`src/rtl/vga_fill_engine_if.sv`:
```
// Interface bundle for the fill engine: command handshake plus Wishbone classic write bus.
// The master modport is the engine's view; the slave modport is the requester/memory side.
interface vga_fill_engine_if;
  logic        cmd_valid;
  logic        cmd_ready;
  logic [9:0]  cmd_x;
  logic [8:0]  cmd_y;
  logic [9:0]  cmd_w;
  logic [8:0]  cmd_h;
  logic [7:0]  cmd_color;
  logic        m_cyc;
  logic        m_stb;
  logic        m_we;
  logic [31:0] m_adr;
  logic [31:0] m_dat;
  logic [3:0]  m_sel;
  logic        m_ack;

  modport master (
    input  cmd_valid, cmd_x, cmd_y, cmd_w, cmd_h, cmd_color, m_ack,
    output cmd_ready, m_cyc, m_stb, m_we, m_adr, m_dat, m_sel
  );

  modport slave (
    output cmd_valid, cmd_x, cmd_y, cmd_w, cmd_h, cmd_color, m_ack,
    input  cmd_ready, m_cyc, m_stb, m_we, m_adr, m_dat, m_sel
  );
endinterface

```
`src/rtl/vga_fill_engine.sv`:
```
// Rectangle fill engine: clips a command to the screen and writes one 32-bit word per
// pixel over Wishbone classic, walking the rectangle row-major without a per-pixel multiply.
module vga_fill_engine #(
  parameter int unsigned WIDTH     = 640,
  parameter int unsigned HEIGHT    = 480,
  parameter logic [31:0] BASE_ADDR = 32'h0000_0000
) (
  input  logic                   clk,
  input  logic                   rst,
  vga_fill_engine_if.master      bus,
  output logic                   busy,
  output logic                   done,
  output logic                   err
);

  typedef enum logic [1:0] {IDLE, WRITE, DONE} state_t;

  state_t      state, state_nxt;
  logic [10:0] col_left, col_left_nxt;
  logic [9:0]  row_left, row_left_nxt;
  logic [10:0] col_reload, col_reload_nxt;
  logic [31:0] row_step, row_step_nxt;

  logic        cmd_ready_nxt, cyc_nxt, stb_nxt, we_nxt;
  logic [31:0] adr_nxt, dat_nxt;
  logic [3:0]  sel_nxt;
  logic        busy_nxt, done_nxt, err_nxt;

  // Clipping arithmetic on the raw command fields (only used on the capture edge)
  logic        x_off, y_off;
  logic [10:0] avail_w, w_clip;
  logic [9:0]  avail_h, h_clip;
  logic [31:0] first_idx, first_adr, step_calc;

  always_comb begin
    x_off     = 11'(bus.cmd_x) >= 11'(WIDTH);
    y_off     = 10'(bus.cmd_y) >= 10'(HEIGHT);
    avail_w   = 11'(WIDTH) - 11'(bus.cmd_x);
    avail_h   = 10'(HEIGHT) - 10'(bus.cmd_y);
    w_clip    = (11'(bus.cmd_w) < avail_w) ? 11'(bus.cmd_w) : avail_w;
    h_clip    = (10'(bus.cmd_h) < avail_h) ? 10'(bus.cmd_h) : avail_h;
    first_idx = 32'(bus.cmd_y) * 32'(WIDTH) + 32'(bus.cmd_x);
    first_adr = BASE_ADDR + (first_idx << 2);
    // Jump from the last pixel of one row to the first pixel of the next
    step_calc = (32'(WIDTH) - 32'(w_clip) + 32'd1) << 2;
  end

  always_ff @(posedge clk) begin
    if (rst) begin
      state         <= IDLE;
      col_left      <= '0;
      row_left      <= '0;
      col_reload    <= '0;
      row_step      <= '0;
      bus.cmd_ready <= 1'b1;
      bus.m_cyc     <= 1'b0;
      bus.m_stb     <= 1'b0;
      bus.m_we      <= 1'b0;
      bus.m_adr     <= '0;
      bus.m_dat     <= '0;
      bus.m_sel     <= '0;
      busy          <= 1'b0;
      done          <= 1'b0;
      err           <= 1'b0;
    end else begin
      state         <= state_nxt;
      col_left      <= col_left_nxt;
      row_left      <= row_left_nxt;
      col_reload    <= col_reload_nxt;
      row_step      <= row_step_nxt;
      bus.cmd_ready <= cmd_ready_nxt;
      bus.m_cyc     <= cyc_nxt;
      bus.m_stb     <= stb_nxt;
      bus.m_we      <= we_nxt;
      bus.m_adr     <= adr_nxt;
      bus.m_dat     <= dat_nxt;
      bus.m_sel     <= sel_nxt;
      busy          <= busy_nxt;
      done          <= done_nxt;
      err           <= err_nxt;
    end
  end

  always_comb begin
    state_nxt      = state;
    col_left_nxt   = col_left;
    row_left_nxt   = row_left;
    col_reload_nxt = col_reload;
    row_step_nxt   = row_step;
    cyc_nxt        = bus.m_cyc;
    stb_nxt        = bus.m_stb;
    we_nxt         = bus.m_we;
    adr_nxt        = bus.m_adr;
    dat_nxt        = bus.m_dat;
    sel_nxt        = bus.m_sel;
    busy_nxt       = busy;
    done_nxt       = 1'b0;
    err_nxt        = 1'b0;

    case (state)
      IDLE: begin
        busy_nxt = 1'b0;
        if (bus.cmd_valid && bus.cmd_ready) begin
          busy_nxt = 1'b1;
          if (x_off || y_off) begin
            state_nxt = DONE;
            err_nxt   = 1'b1;
          end else if (bus.cmd_w == '0 || bus.cmd_h == '0) begin
            state_nxt = DONE;
            done_nxt  = 1'b1;
          end else begin
            state_nxt      = WRITE;
            cyc_nxt        = 1'b1;
            stb_nxt        = 1'b1;
            we_nxt         = 1'b1;
            sel_nxt        = 4'hF;
            dat_nxt        = {24'h0, bus.cmd_color};
            adr_nxt        = first_adr;
            row_step_nxt   = step_calc;
            col_reload_nxt = w_clip - 11'd1;
            col_left_nxt   = w_clip - 11'd1;
            row_left_nxt   = h_clip - 10'd1;
          end
        end
      end
      WRITE: begin
        // Advance on the ack edge so the next pixel is presented back-to-back
        if (bus.m_stb && bus.m_ack) begin
          if (col_left != '0) begin
            col_left_nxt = col_left - 11'd1;
            adr_nxt      = bus.m_adr + 32'd4;
          end else if (row_left != '0) begin
            row_left_nxt = row_left - 10'd1;
            col_left_nxt = col_reload;
            adr_nxt      = bus.m_adr + row_step;
          end else begin
            state_nxt = DONE;
            cyc_nxt   = 1'b0;
            stb_nxt   = 1'b0;
            we_nxt    = 1'b0;
            sel_nxt   = 4'h0;
            done_nxt  = 1'b1;
          end
        end
      end
      DONE: begin
        state_nxt = IDLE;
        busy_nxt  = 1'b0;
      end
      default: state_nxt = IDLE;
    endcase

    cmd_ready_nxt = (state_nxt == IDLE);
  end

endmodule

```
`src/flat_wrapper.sv`:
```
// flat-port wrapper written by rule: the top's interface ports become plain ports
module vga_fill_engine_flat 
#(
  parameter int unsigned WIDTH     = 640,
  parameter int unsigned HEIGHT    = 480,
  parameter logic [31:0] BASE_ADDR = 32'h0000_0000
)
  (clk, rst, busy, done, err, bus_cmd_valid, bus_cmd_x, bus_cmd_y, bus_cmd_w, bus_cmd_h, bus_cmd_color, bus_m_ack, bus_cmd_ready, bus_m_cyc, bus_m_stb, bus_m_we, bus_m_adr, bus_m_dat, bus_m_sel);
  vga_fill_engine_if bus_i ();
  input  logic clk;
  input  logic rst;
  output logic busy;
  output logic done;
  output logic err;
  input wire logic [$bits(bus_i.cmd_valid)-1:0] bus_cmd_valid;
  input wire logic [$bits(bus_i.cmd_x)-1:0] bus_cmd_x;
  input wire logic [$bits(bus_i.cmd_y)-1:0] bus_cmd_y;
  input wire logic [$bits(bus_i.cmd_w)-1:0] bus_cmd_w;
  input wire logic [$bits(bus_i.cmd_h)-1:0] bus_cmd_h;
  input wire logic [$bits(bus_i.cmd_color)-1:0] bus_cmd_color;
  input wire logic [$bits(bus_i.m_ack)-1:0] bus_m_ack;
  output wire logic [$bits(bus_i.cmd_ready)-1:0] bus_cmd_ready;
  output wire logic [$bits(bus_i.m_cyc)-1:0] bus_m_cyc;
  output wire logic [$bits(bus_i.m_stb)-1:0] bus_m_stb;
  output wire logic [$bits(bus_i.m_we)-1:0] bus_m_we;
  output wire logic [$bits(bus_i.m_adr)-1:0] bus_m_adr;
  output wire logic [$bits(bus_i.m_dat)-1:0] bus_m_dat;
  output wire logic [$bits(bus_i.m_sel)-1:0] bus_m_sel;
  assign bus_i.cmd_valid = bus_cmd_valid;
  assign bus_i.cmd_x = bus_cmd_x;
  assign bus_i.cmd_y = bus_cmd_y;
  assign bus_i.cmd_w = bus_cmd_w;
  assign bus_i.cmd_h = bus_cmd_h;
  assign bus_i.cmd_color = bus_cmd_color;
  assign bus_i.m_ack = bus_m_ack;
  assign bus_cmd_ready = bus_i.cmd_ready;
  assign bus_m_cyc = bus_i.m_cyc;
  assign bus_m_stb = bus_i.m_stb;
  assign bus_m_we = bus_i.m_we;
  assign bus_m_adr = bus_i.m_adr;
  assign bus_m_dat = bus_i.m_dat;
  assign bus_m_sel = bus_i.m_sel;
  vga_fill_engine #(.WIDTH(WIDTH), .HEIGHT(HEIGHT), .BASE_ADDR(BASE_ADDR)) u_core (.clk(clk), .rst(rst), .bus(bus_i), .busy(busy), .done(done), .err(err));
endmodule
```
`config.mk`:
```
export PLATFORM = sky130hd
export DESIGN_NAME = vga_fill_engine_flat
export DESIGN_NICKNAME = d
export VERILOG_FILES = /design/src/rtl/vga_fill_engine_if.sv /design/src/rtl/vga_fill_engine.sv /design/src/flat_wrapper.sv
export SDC_FILE = /design/constraint.sdc
export NUM_CORES = 1
export LEC_CHECK = 0
export CAP_MARGIN = 20
export CELL_PAD_IN_SITES_DETAIL_PLACEMENT = 2
export CELL_PAD_IN_SITES_GLOBAL_PLACEMENT = 2
export CORE_ASPECT_RATIO = 0.6
export CORE_MARGIN = 1
export CORE_UTILIZATION = 33
export CTS_CLUSTER_SIZE = 20
export DETAILED_ROUTE_END_ITERATION = 10
export PLACE_DENSITY = 0.89
export SYNTH_ARGS = -nofsm -noshare
export SYNTH_HDL_FRONTEND = slang
export SYNTH_SLANG_ARGS = --single-unit
```
`constraint.sdc`:
```
create_clock -name clk -period 7.9 [get_ports clk]
set_input_delay 1.185 -clock clk [delete_from_list [all_inputs] [get_ports clk]]
set_output_delay 1.185 -clock clk [all_outputs]
set_load 0.01 [all_outputs]
```
* Yosys cells after proc, flatten, opt, wreduce, memory -nomap -nowiden
Index checks and enable logic that the tools add are counted.
** Storage, ports and cells
- Register bits :: 113
- Input port bits :: 50
- Output and inout port bits :: 75
- Logic and storage cells :: 114
** Operators by class
- Add/subtract/negate cells :: 11
- Multiply operators :: 1
- Order comparisons :: 4
- Equal/unequal tests :: 10
- Mux-type cells :: 54
- Bitwise logic cells :: 4
- Reductions and logical operators :: 17
** Operator list (number)
- $mux W32 :: 6
- $mux W11 :: 7
- $mux W10 :: 7
- $pmux W32 S2 :: 1
- $add A32 B3 Y32 const B :: 1
- $add A32 B32 Y32 :: 1
- $add A30 B1 Y30 const B :: 1
- $mux W4 :: 6
- $pmux W11 S2 :: 1
- $sub A11 B1 Y11 const B :: 2
- $add A19 B10 Y20 :: 1
- $pmux W10 S2 :: 1
- $sub A10 B1 Y10 const B :: 2
- $mux W1 :: 14
- $reduce_and A7 Y1 :: 2
- $mul A9 B3 Y12 const B :: 1
- $mux W2 :: 6
- $sub A10 B11 Y12 const A :: 1
- $lt A10 B11 Y1 :: 1
- $reduce_bool A11 Y1 :: 1
- $sub A10 B10 Y11 const A :: 1
- $ge A10 B10 Y1 const B :: 1
- $logic_not A10 Y1 :: 1
- $lt A9 B10 Y1 :: 1
- other kinds (20) :: 34

* Longest topological paths before layout
Gate-level depths: netlist of run 1.
- Depth in word-level cells :: 8
- Gate-level depth with buffers :: 30
- Depth with buffers taken out :: 25

* Least setup slack after synthesis of run 1
OpenSTA, ideal clock, no wires.
- Kind :: input-to-reg
- Start :: input bus_cmd_x[0]
- End :: register u_core.row_step[14]
- Library setup time :: 0.086 ns
- Arrival time :: 6.848 ns
- Required time :: 7.814 ns
- Path slack :: 0.967 ns
- Stages :: 28
- Buffers on the path :: 5
- Path through :: clkbuf_1 -> inv_1 -> ha_1 -> buf_2 -> or4b_4 -> nor2_1 -> xor2_1 -> ha_1 -> and3_1 -> a221o_1 -> a31oi_1 -> o21a_4 -> buf_2 -> buf_1 -> nor2_1 -> a21oi_1 -> ha_1 -> clkbuf_1 -> and3b_1 -> a31oi_1 -> nor2_1 -> o2111ai_1 -> o41a_1 -> nand2b_1 -> nor3_4 -> nand2_1 -> ha_1 -> a211oi_1
** On the way
- Cells in the longest elaborated chain, start to end :: 5
- Elaborated cells between the ends (all ways) :: 9
- Classes of those cells :: 3 x add/sub; 2 x order compare; 1 x mux; 1 x bitwise; 2 x reduce/logical
** Ends and longest elaborated chain
- start, declared :: line flat_wrapper.sv:16 : input wire logic [$bits(bus_i.cmd_x)-1:0] bus_cmd_x;
- $sub A10 B10 Y11 :: line vga_fill_engine.sv:38 : avail_w = 11'(WIDTH) - 11'(bus.cmd_x);
- $lt A10 B11 Y1 :: line vga_fill_engine.sv:40 : w_clip = (11'(bus.cmd_w) < avail_w) ? 11'(bus.cmd_w) : avail_w;
- $mux W11 :: line vga_fill_engine.sv:40
- $sub A10 B11 Y12 :: line vga_fill_engine.sv:45 : step_calc = (32'(WIDTH) - 32'(w_clip) + 32'd1) << 2;
- $add A30 B1 Y30 :: line vga_fill_engine.sv:45
- end signal, assigned :: line vga_fill_engine.sv:70 : row_step <= row_step_nxt;
- end, declared :: line vga_fill_engine.sv:22 : logic [31:0] row_step, row_step_nxt;
Several ways; a longest one is shown, not always the timed one.
A chain may end at the register's enable or synchronous reset.

* Worst setup path after layout of run 1
- Start :: input bus_cmd_x[1]
- End :: register u_core.row_step[11]
Same word-level chain as after synthesis.

==> run summary, run 1 <==
The maximum clock rate is 134 MHz, and the routed via count divided by cell count is 5.75. On the critical path the largest part of the delay comes from compound AO/OA/AOI/OAI gates. The synthesis warning total was 0; the die outline height was 129 um. The run gives 0 as the count of final setup violators.

Detailed routing inserted a total of 9109 vias. After synthesis, the cell types taking the most area are dfxtp_1 (24%), ha_1 (10%), nand2_1 (5.1%). The routed design could run at a clock period as short as 7.44 ns. At the pin with the least slew margin, the transition time is 1.09 ns. The number of CTS-inserted buffers was 9.

The tools report the initial antenna violation count as 0. The class of the most critical hold timing path was reg -> reg. The signal arrival time at the worst endpoint is 7.71 ns.

The analysis attributes to cell leakage a power of 4.19 nW. The run gives 1156 as the synthesized instance count. The logs give 35400 um for the total wire length after detailed routing and 4 for the detailed-routing iteration count for the pre-antenna-repair pass. The clock reaches the later pin of the worst-skew pair after 0.38 ns.

The global-route wire length before repair was 55600 um; the area growth from synthesis to layout was 16.9%. Across every metal layer, demand over resource in global routing totals 26.1%. The tools report the number of fillers in the final layout as 3046.

The flow ran to the end, and the final reports show no timing, DRC or antenna violations. For the post-synthesis instance area, the log shows 8880 sq um. Cells fill 39.3% of the core in the end. Across the whole layout, storage elements account for 2100 sq um. The mean instance size in the synthesized netlist is 7.69 sq um.

The core region is 26400 sq um. The run gives 6310 sq um as the area of the multi-input gates. By startpoint and endpoint, the worst setup path is classified as in -> reg. The number of global-route vias before repair is 9755. The overall power after layout is 1.88 mW, and the final global-route overflow total is 0.

Together, buffers and inverters on the worst path number 4. For the effective utilization at floorplan, the log shows 33.6%. Worst-path cell with the longest stage delay: a221oi_1. For the worst setup path, the data required time is 8.17 ns.

The row count is 46, and the remaining design rule violation count is 0. Setup repair after global routing left no endpoint under its margin. In the final layout, the share of cells above drive strength 1 is 5.96%. In this design, the stage delay of the slowest critical-path cell is 0.58 ns. The sequential area share after synthesis came out at 23.7%. The max-capacitance violation count is 0.

Entering global routing, the biggest net connects 45 pins. The number of distinct standard cells referenced by the synthesized netlist was 80. The number of antenna diodes in the final layout is 0.

For the number of endpoints with negative hold slack in the final report, the log shows 0. After clock tree synthesis, the clock-pin slew on the worst setup and hold paths is 0.08 ns. The total number of clock tree sinks is 105.

The number of hold buffers added after CTS was 0. The full die area is 27600 sq um, and the final critical-path share of the clock period is 94.2%. The power density of the placed cells is 181 nW/um^2, and the routed wirelength normalized by instance count is 22.4 um.

The async set-or-reset flop fraction in the synthesized netlist was 0%. The horizontal extent of the die works out to 214 um. The port buffer count is 98. The run gives 0.0148 ns as the clock tree skew after final layout.

TritonCTS built the clock tree. In this run the worst path has a maximum fanout of 22. Measured against its own limit, the worst slew margin works out to 27.0%. The tools report the last weighted congestion value of the routability-driven placer as 0.894. Traced cell by cell, the critical path runs through clkdlybuf4s50_1 -> inv_1 -> ha_1 -> or4b_4 -> o31ai_1 -> xnor2_1 -> inv_1 -> ha_1 -> a21oi_1 -> nor2b_1 -> o21ai_1 -> o21a_4 -> buf_4 -> nor2_1 -> a21oi_1 -> ha_2 -> o22ai_1 -> a221oi_1 -> nand3_1 -> o41a_1 -> a221oi_1 -> a31oi_2 -> a31oi_1 -> nand2_1. STA classifies the critical path endpoint as a flip-flop. The final layout contains 1347 nets. The post-detailed-placement half-perimeter wirelength is 26700 um, and the number of enable-type register cells in the synthesized netlist is 0. For the number of top-level design ports, the log shows 125. The number of synthesized register bits is 105, and the peak supply drop is 0.000113 V. The most used flip-flop cell after synthesis is dfxtp_1. The share of Yosys cell area claimed by the top area cell type was 23.7%. Summed over all instances, the cell type with the most area after synthesis is dfxtp_1. Starting DRC count in detailed routing: 525. For the final count of pins violating max slew, the log shows 0. The kind of start point of the critical path was a primary input.

After routing, the total negative slack on setup checks comes to 0 ns. The H-tree depth came out at 3. The root buffer cell chosen for the clock tree is clkbuf_16. In this run the remaining antenna-violating nets after routing total 0.

In this run the deepest clock path goes through 2 buffers.
-- path summary, 6_finish.rpt --
| path | from | endpoint | slack [ns] | cells after the start |
|---|---|---|---|---|
| setup / recovery | bus_cmd_x[1] | u_core.row_step[11] | 0.46 | 24 |
| hold / removal | u_core.row_step[24] | u_core.row_step[24] | 0.45 | 1 |
| setup reg to reg | u_core.col_left[0] | u_core.bus.m_adr[29] | 2.78 | 16 |
| hold reg to reg | u_core.row_step[24] | u_core.row_step[24] | 0.45 | 1 |
-- cell type report --
type                            instances  area share [%]
Sequential cell                       105            20.2
Inverter                               34            1.23
Clock inverter                          6           0.578
Multi-Input combinational cell        954            60.7
Clock buffer                            9            2.17
Tap cell                              360            4.34
Timing Repair Buffer                  117            10.8
-- state kept, by name, indices dropped and copies added, names as in the netlist, 2 cells and up --
name               cells
u_core.row_left       10
u_core.row_step       28
u_core.bus.m_dat       8
u_core.bus.m_adr      30
u_core.state           2
u_core.col_reload     11
u_core.col_left       11
-- stage by stage --
step / hold slack [ns] / setup WS, ns / std cells / area (sq um)
final: 0.451 / 0.461 / 1585 / 10400
after global placement: 0.425 / 0.582 / 1570 / 10100
after floorplan: 0.418 / 0.967 / 1181 / 8980
after global routing: 0.482 / 0.0789 / 1585 / 10400
after CTS: 0.454 / 0.414 / 1585 / 10400
after detailed placement: 0.436 / 0.178 / 1570 / 10100
-- worst register-to-register path, cell delays in order, from the launching register on --
cell and delay (ns):
dfxtp_1 0.37, inv_1 0.10, ha_1 0.22, or4b_1 0.53
nor4_2 0.43, buf_4 0.38, and2_1 0.25, ha_1 0.28
a2111oi_0 0.42, o21ai_0 0.28, a32o_1 0.32, a22oi_1 0.30
o21ai_0 0.26, a211oi_1 0.34, nor3_1 0.16, xor2_1 0.17
a22o_1 0.21
-- synth_stat cells, drive strengths merged, types with 7 or more instances --
library cell,count
nor2,99
nand2,121
nor3,57
a211oi,39
a21oi,90
or2,8
ha,73
or3,10
dfxtp,105
inv,33
o31ai,9
nor2b,11
a311oi,7
o21ai,47
clkbuf,43
nand4,8
nand2b,11
and3,9
xnor2,45
mux2i,11
o211ai,19
a21o,32
a31oi,14
nand3,29
nor4,11
and2,34
a22o,8
xor2,30
o21a,16
buf,45
-- cell families (layout without fill, tap and decap cells) --
family | after synthesis | in the layout | synth area share (%)
adders and majority gates | 76 | 76 | 11.0
other | 1 | 26 | 0.0422
xor gates and xnor gates | 75 | 75 | 7.39
muxes | 16 | 16 | 1.92
DFF | 105 | 105 | 23.7
buffers and inverters | 122 | 166 | 6.62
AOI/OAI and AO/OA | 337 | 337 | 26.1
and+or+nand+nor | 424 | 424 | 23.3
-- power breakdown --
group	switching (mW)	internal (mW)
Sequential	0.0494	0.580
Clock	0.238	0.220
Combinational	0.500	0.292
-- timing repair --
item	CTS	global route
gates resized for setup	0	1
endpoints found under the setup margin	0	1
buffers inserted	0	0
-- placed cells by master (no fill, tap or decap), drive strengths merged, types with 14 or more instances in the layout --
| cell | instances |
|---|---|
| a21oi | 90 |
| o21ai | 47 |
| a31oi | 14 |
| xor2 | 30 |
| a211oi | 39 |
| and2 | 34 |
| nand2 | 121 |
| xnor2 | 45 |
| buf | 20 |
| nor2 | 99 |
| inv | 36 |
| ha | 73 |
| a21o | 32 |
| nor3 | 57 |
| conb | 26 |
| clkdlybuf4s50 | 97 |
| nand3 | 29 |
| o211ai | 19 |
| dfxtp | 105 |
| o21a | 16 |
-- layer usage --
layer	vias to the layer above	part of all wire (%)	GRT usage (%)
met3	43	4.5	4.36
met1	4593	47	34.4
met2	214	47	44.1
li1	4259	-	-
met4	0	2.0	7.48
met5	-	0	0
Note: power is estimated with default switching activity, not from simulation.
==> run 2: changes to the inputs <==
--- a/config.mk
+++ b/config.mk
@@ -13,7 +13,8 @@
 export CORE_UTILIZATION = 33
 export CTS_CLUSTER_SIZE = 20
 export DETAILED_ROUTE_END_ITERATION = 10
-export PLACE_DENSITY = 0.89
+export HOLD_SLACK_MARGIN = 0.12
+export PLACE_DENSITY = 0.95
 export SYNTH_ARGS = -nofsm -noshare
 export SYNTH_HDL_FRONTEND = slang
 export SYNTH_SLANG_ARGS = --single-unit
==> run summary, run 2 (synthesis results as in run 1) <==
The leakage dissipation is 4.22 nW, and the last weighted congestion value of the routability-driven placer is 0.865. The number of flip-flops under the largest register name is 30. In this run the worst hold path is classified as reg -> reg. The final count of pins violating max slew is 0. The startpoint identified for the worst hold timing path is u_core.bus.m_dat[4].

The minimum setup slack among reg-to-reg paths is 2.75 ns, and the power density of the placed cells is 187 nW/um^2. At the worst endpoint, the required time is 8.15 ns. The finished layout holds 1586 standard cells, fillers aside. For this block, the routed nets add up to 38000 um of wire. In this run the tool buffered the top-level ports with 98 buffer cells.

The first detailed-routing pass ran for 5 iterations. The number of endpoints with negative hold slack in the final report is 0, and the routed wirelength normalized by instance count is 24.0 um. Summing over every cut layer, the via total after detailed routing is 9334. The routed design could run at a clock period as short as 7.39 ns. The initial antenna violation count is 0. The signal arrival time at the worst endpoint is 7.64 ns, and the post-CTS setup repair buffer count is 0. The worst setup path is captured at a flip-flop.

Maximum clock rate: 135 MHz. The tools report the root buffer selected by CTS as clkbuf_16. The depth of the worst register-to-register path was 16; the final critical-path share of the clock period was 93.5%. In the layout the commonest cells are nand2_1 (121), dfxtp_1 (105), nor2_1 (97), clkdlybuf4s50_1 (97), a21oi_1 (90). The remaining design rule violation count was 0.

The later-pin clock latency in the skew report was 0.37 ns; the final global-route overflow total was 0. VDD sags by at most 0.0000969 V. Combinational logic burns 40.9% of the power. After layout, the design draws a total of 1.95 mW.

Beginning of the worst register-to-register path: u_core.col_left[0]. TritonCTS built the clock tree. The net total in the final layout was 1347; the number of fillers in the final layout was 3005. The logs give 28800 um for the post-detailed-placement half-perimeter wirelength and 26.3% for the clock network power share. The type of the setup path with the least slack was in -> reg. Number of CTS-inserted buffers: 9. The H-tree was split into 3 levels. During I/O placement, the number of pins put on the boundary was 125. The area growth from synthesis to layout came out at 17.3%. In this run the vertical extent of the chip is 129 um.

The number of gates resized after CTS was 0. Measured on the finished design, the core utilization comes to 39.4%. The floorplan step defined a die boundary enclosing 27600 sq um. The switching share of power was 40.8%. The kind of start point of the critical path is a primary input. The die is 214 um wide. The standard cell core area came out at 26400 sq um. The capture endpoint of the worst hold path is u_core.bus.m_dat[4]. For the pin with the worst max-slew slack, the measured transition is 1.05 ns. The worst hold path cell count is 2, and the met1 usage is 35.7%. The run finished with clean final reports. The logs give 32.8% for the relative contribution of sequential cells to total power and 1.15 mW for the cell-internal power. The largest registers in the layout are u_core.bus.m_adr (30), u_core.row_step (28).

The run gives 46 as the row count. The worst slew slack as a fraction of its limit was 29.5%. The max-capacitance violation count is 0. The hold buffer count at cts came out at 0. Leaving out fill and tap cells, the most frequent cell in the layout is nand2_1. The number of global-route vias before repair is 10200, and the clock tree skew after final layout is 0.00970 ns. After detailed routing, the number of vias per cell comes to 5.89.

The total number of clock tree sinks was 105; the met2 routing resource usage after global routing was 47.1%. The register with the most flip-flops in the final layout is u_core.bus.m_adr. The capturing point of the worst reg2reg path is u_core.bus.m_adr[29]. The logs give 4.56% for the met3 global-route usage and 27.7% for the total global-route track usage. Setup repair after global routing left no endpoint under its margin. The fraction of layout instances using a drive strength above 1 came out at 5.87%. The global-route wire length before repair was 59200 um; the largest net degree at the start of global routing was 51. The global routing stage identified its most utilized layer as met2. Including well taps, the total number of placed cells is 1570. 0 antenna diodes ended up in the layout.

Clock-pin slew was measured on the worst setup and hold paths at 0.08 ns. In this run the worst path has a maximum fanout of 10. For the maximum number of buffers from clock root to sink, the log shows 2. The effective utilization at floorplan is 33.6%, and the count of final setup violators is 0. The number of nets still failing antenna checks after routing came out at 0.

Summed over all nets, the switching power comes to 0.794 mW. In the final timing run, aggregate negative setup slack is 0 ns. For this block, the initial DRC count from the detailed router was 599.
run 2: cell count changes in the layout (fill, tap and decap cells not counted):
cell,delta
bufinv_16,+2
clkbuf_1,+1
clkinv_2,+2
clkinv_8,-1
clkinvlp_4,-2
ha_1,+1
ha_2,-1
inv_6,-1
run 2: metrics by stage:
step / worst slack (ns) / area [sq um] / hold WS (ns)
global route: 0.245 / 10400 / 0.477
floorplan: 0.967 / 8980 / 0.418
CTS: 0.566 / 10400 / 0.463
global placement: 0.784 / 10100 / 0.430
detailed placement: 0.343 / 10100 / 0.440
finish: 0.513 / 10400 / 0.456
run 2: area by class of cell:
type | count | area, sq um | area share, %
multi-input cells | 954 | 6300 | 60.5
flip-flops and latches | 105 | 2100 | 20.2
repair buffers | 117 | 1120 | 10.7
well taps | 360 | 450 | 4.32
clock buffers | 10 | 229 | 2.20
inverters | 34 | 128 | 1.22
clock inverters | 6 | 90.1 | 0.864
run 2: how the worst max path moves through the flow:
stage | startpoint | end | slack (ns) | cells after the start
2_1_floorplan | bus_cmd_x[0] | u_core.row_step[14] | 0.97 | 28
3_3_place_gp | bus_cmd_x[0] | u_core.row_step[11] | 0.78 | 24
3_5_place_dp | bus_cmd_x[0] | u_core.row_step[14] | 0.34 | 25
4_1_cts | bus_cmd_x[0] | u_core.row_step[14] | 0.57 | 25
5_1_grt | bus_cmd_x[0] | u_core.row_step[14] | 0.24 | 25
6_report | bus_cmd_x[0] | u_core.row_step[14] | 0.51 | 25
run 2: power by group through the flow:
| stage | registers, mW | clock network (mW) | logic (mW) |
|---|---|---|---|
| final | 0.638 | 0.513 | 0.796 |
| after global routing | 0.641 | 0.536 | 0.858 |
| after CTS | 0.635 | 0.521 | 0.786 |
| after detailed placement | 0.646 | 0 | 0.769 |
| after global placement | 0.640 | 0 | 0.715 |
| after floorplan | 0.628 | 0 | 0.501 |
run 2: layer usage:
layer  vias up  wire length (um)  part of all wire [%]
met5         -                 0                     0
met4         0               903                   2.4
met3        68              1930                   5.1
met2       265             18000                    47
met1      4729             17100                    45
li1       4272                 -                     -
run 2: critical path: stages:
cell	delay [ns]
clkdlybuf4s50_1	0.44
inv_1	0.14
ha_1	0.33
or4b_4	0.56
nor2_1	0.17
xor2_1	0.31
ha_1	0.32
and3_1	0.21
a221o_1	0.30
a31oi_1	0.31
o21a_4	0.27
mux2_2	0.39
inv_1	0.17
ha_1	0.29
buf_4	0.22
nor3b_1	0.25
xor2_1	0.12
nor2_1	0.17
o2111ai_1	0.13
o41a_1	0.16
nand2b_1	0.22
nor3_4	0.26
nand2_1	0.09
ha_1	0.29
a211oi_1	0.31
==> run 3: changes to the inputs <==
--- a/config.mk
+++ b/config.mk
@@ -15,6 +15,7 @@
 export DETAILED_ROUTE_END_ITERATION = 10
 export HOLD_SLACK_MARGIN = 0.12
 export PLACE_DENSITY = 0.95
+export SLEW_MARGIN = 0
 export SYNTH_ARGS = -nofsm -noshare
 export SYNTH_HDL_FRONTEND = slang
 export SYNTH_SLANG_ARGS = --single-unit
==> results of run 3 <==
Same layout as run 2: the final DEF is identical, and so are final timing and power.
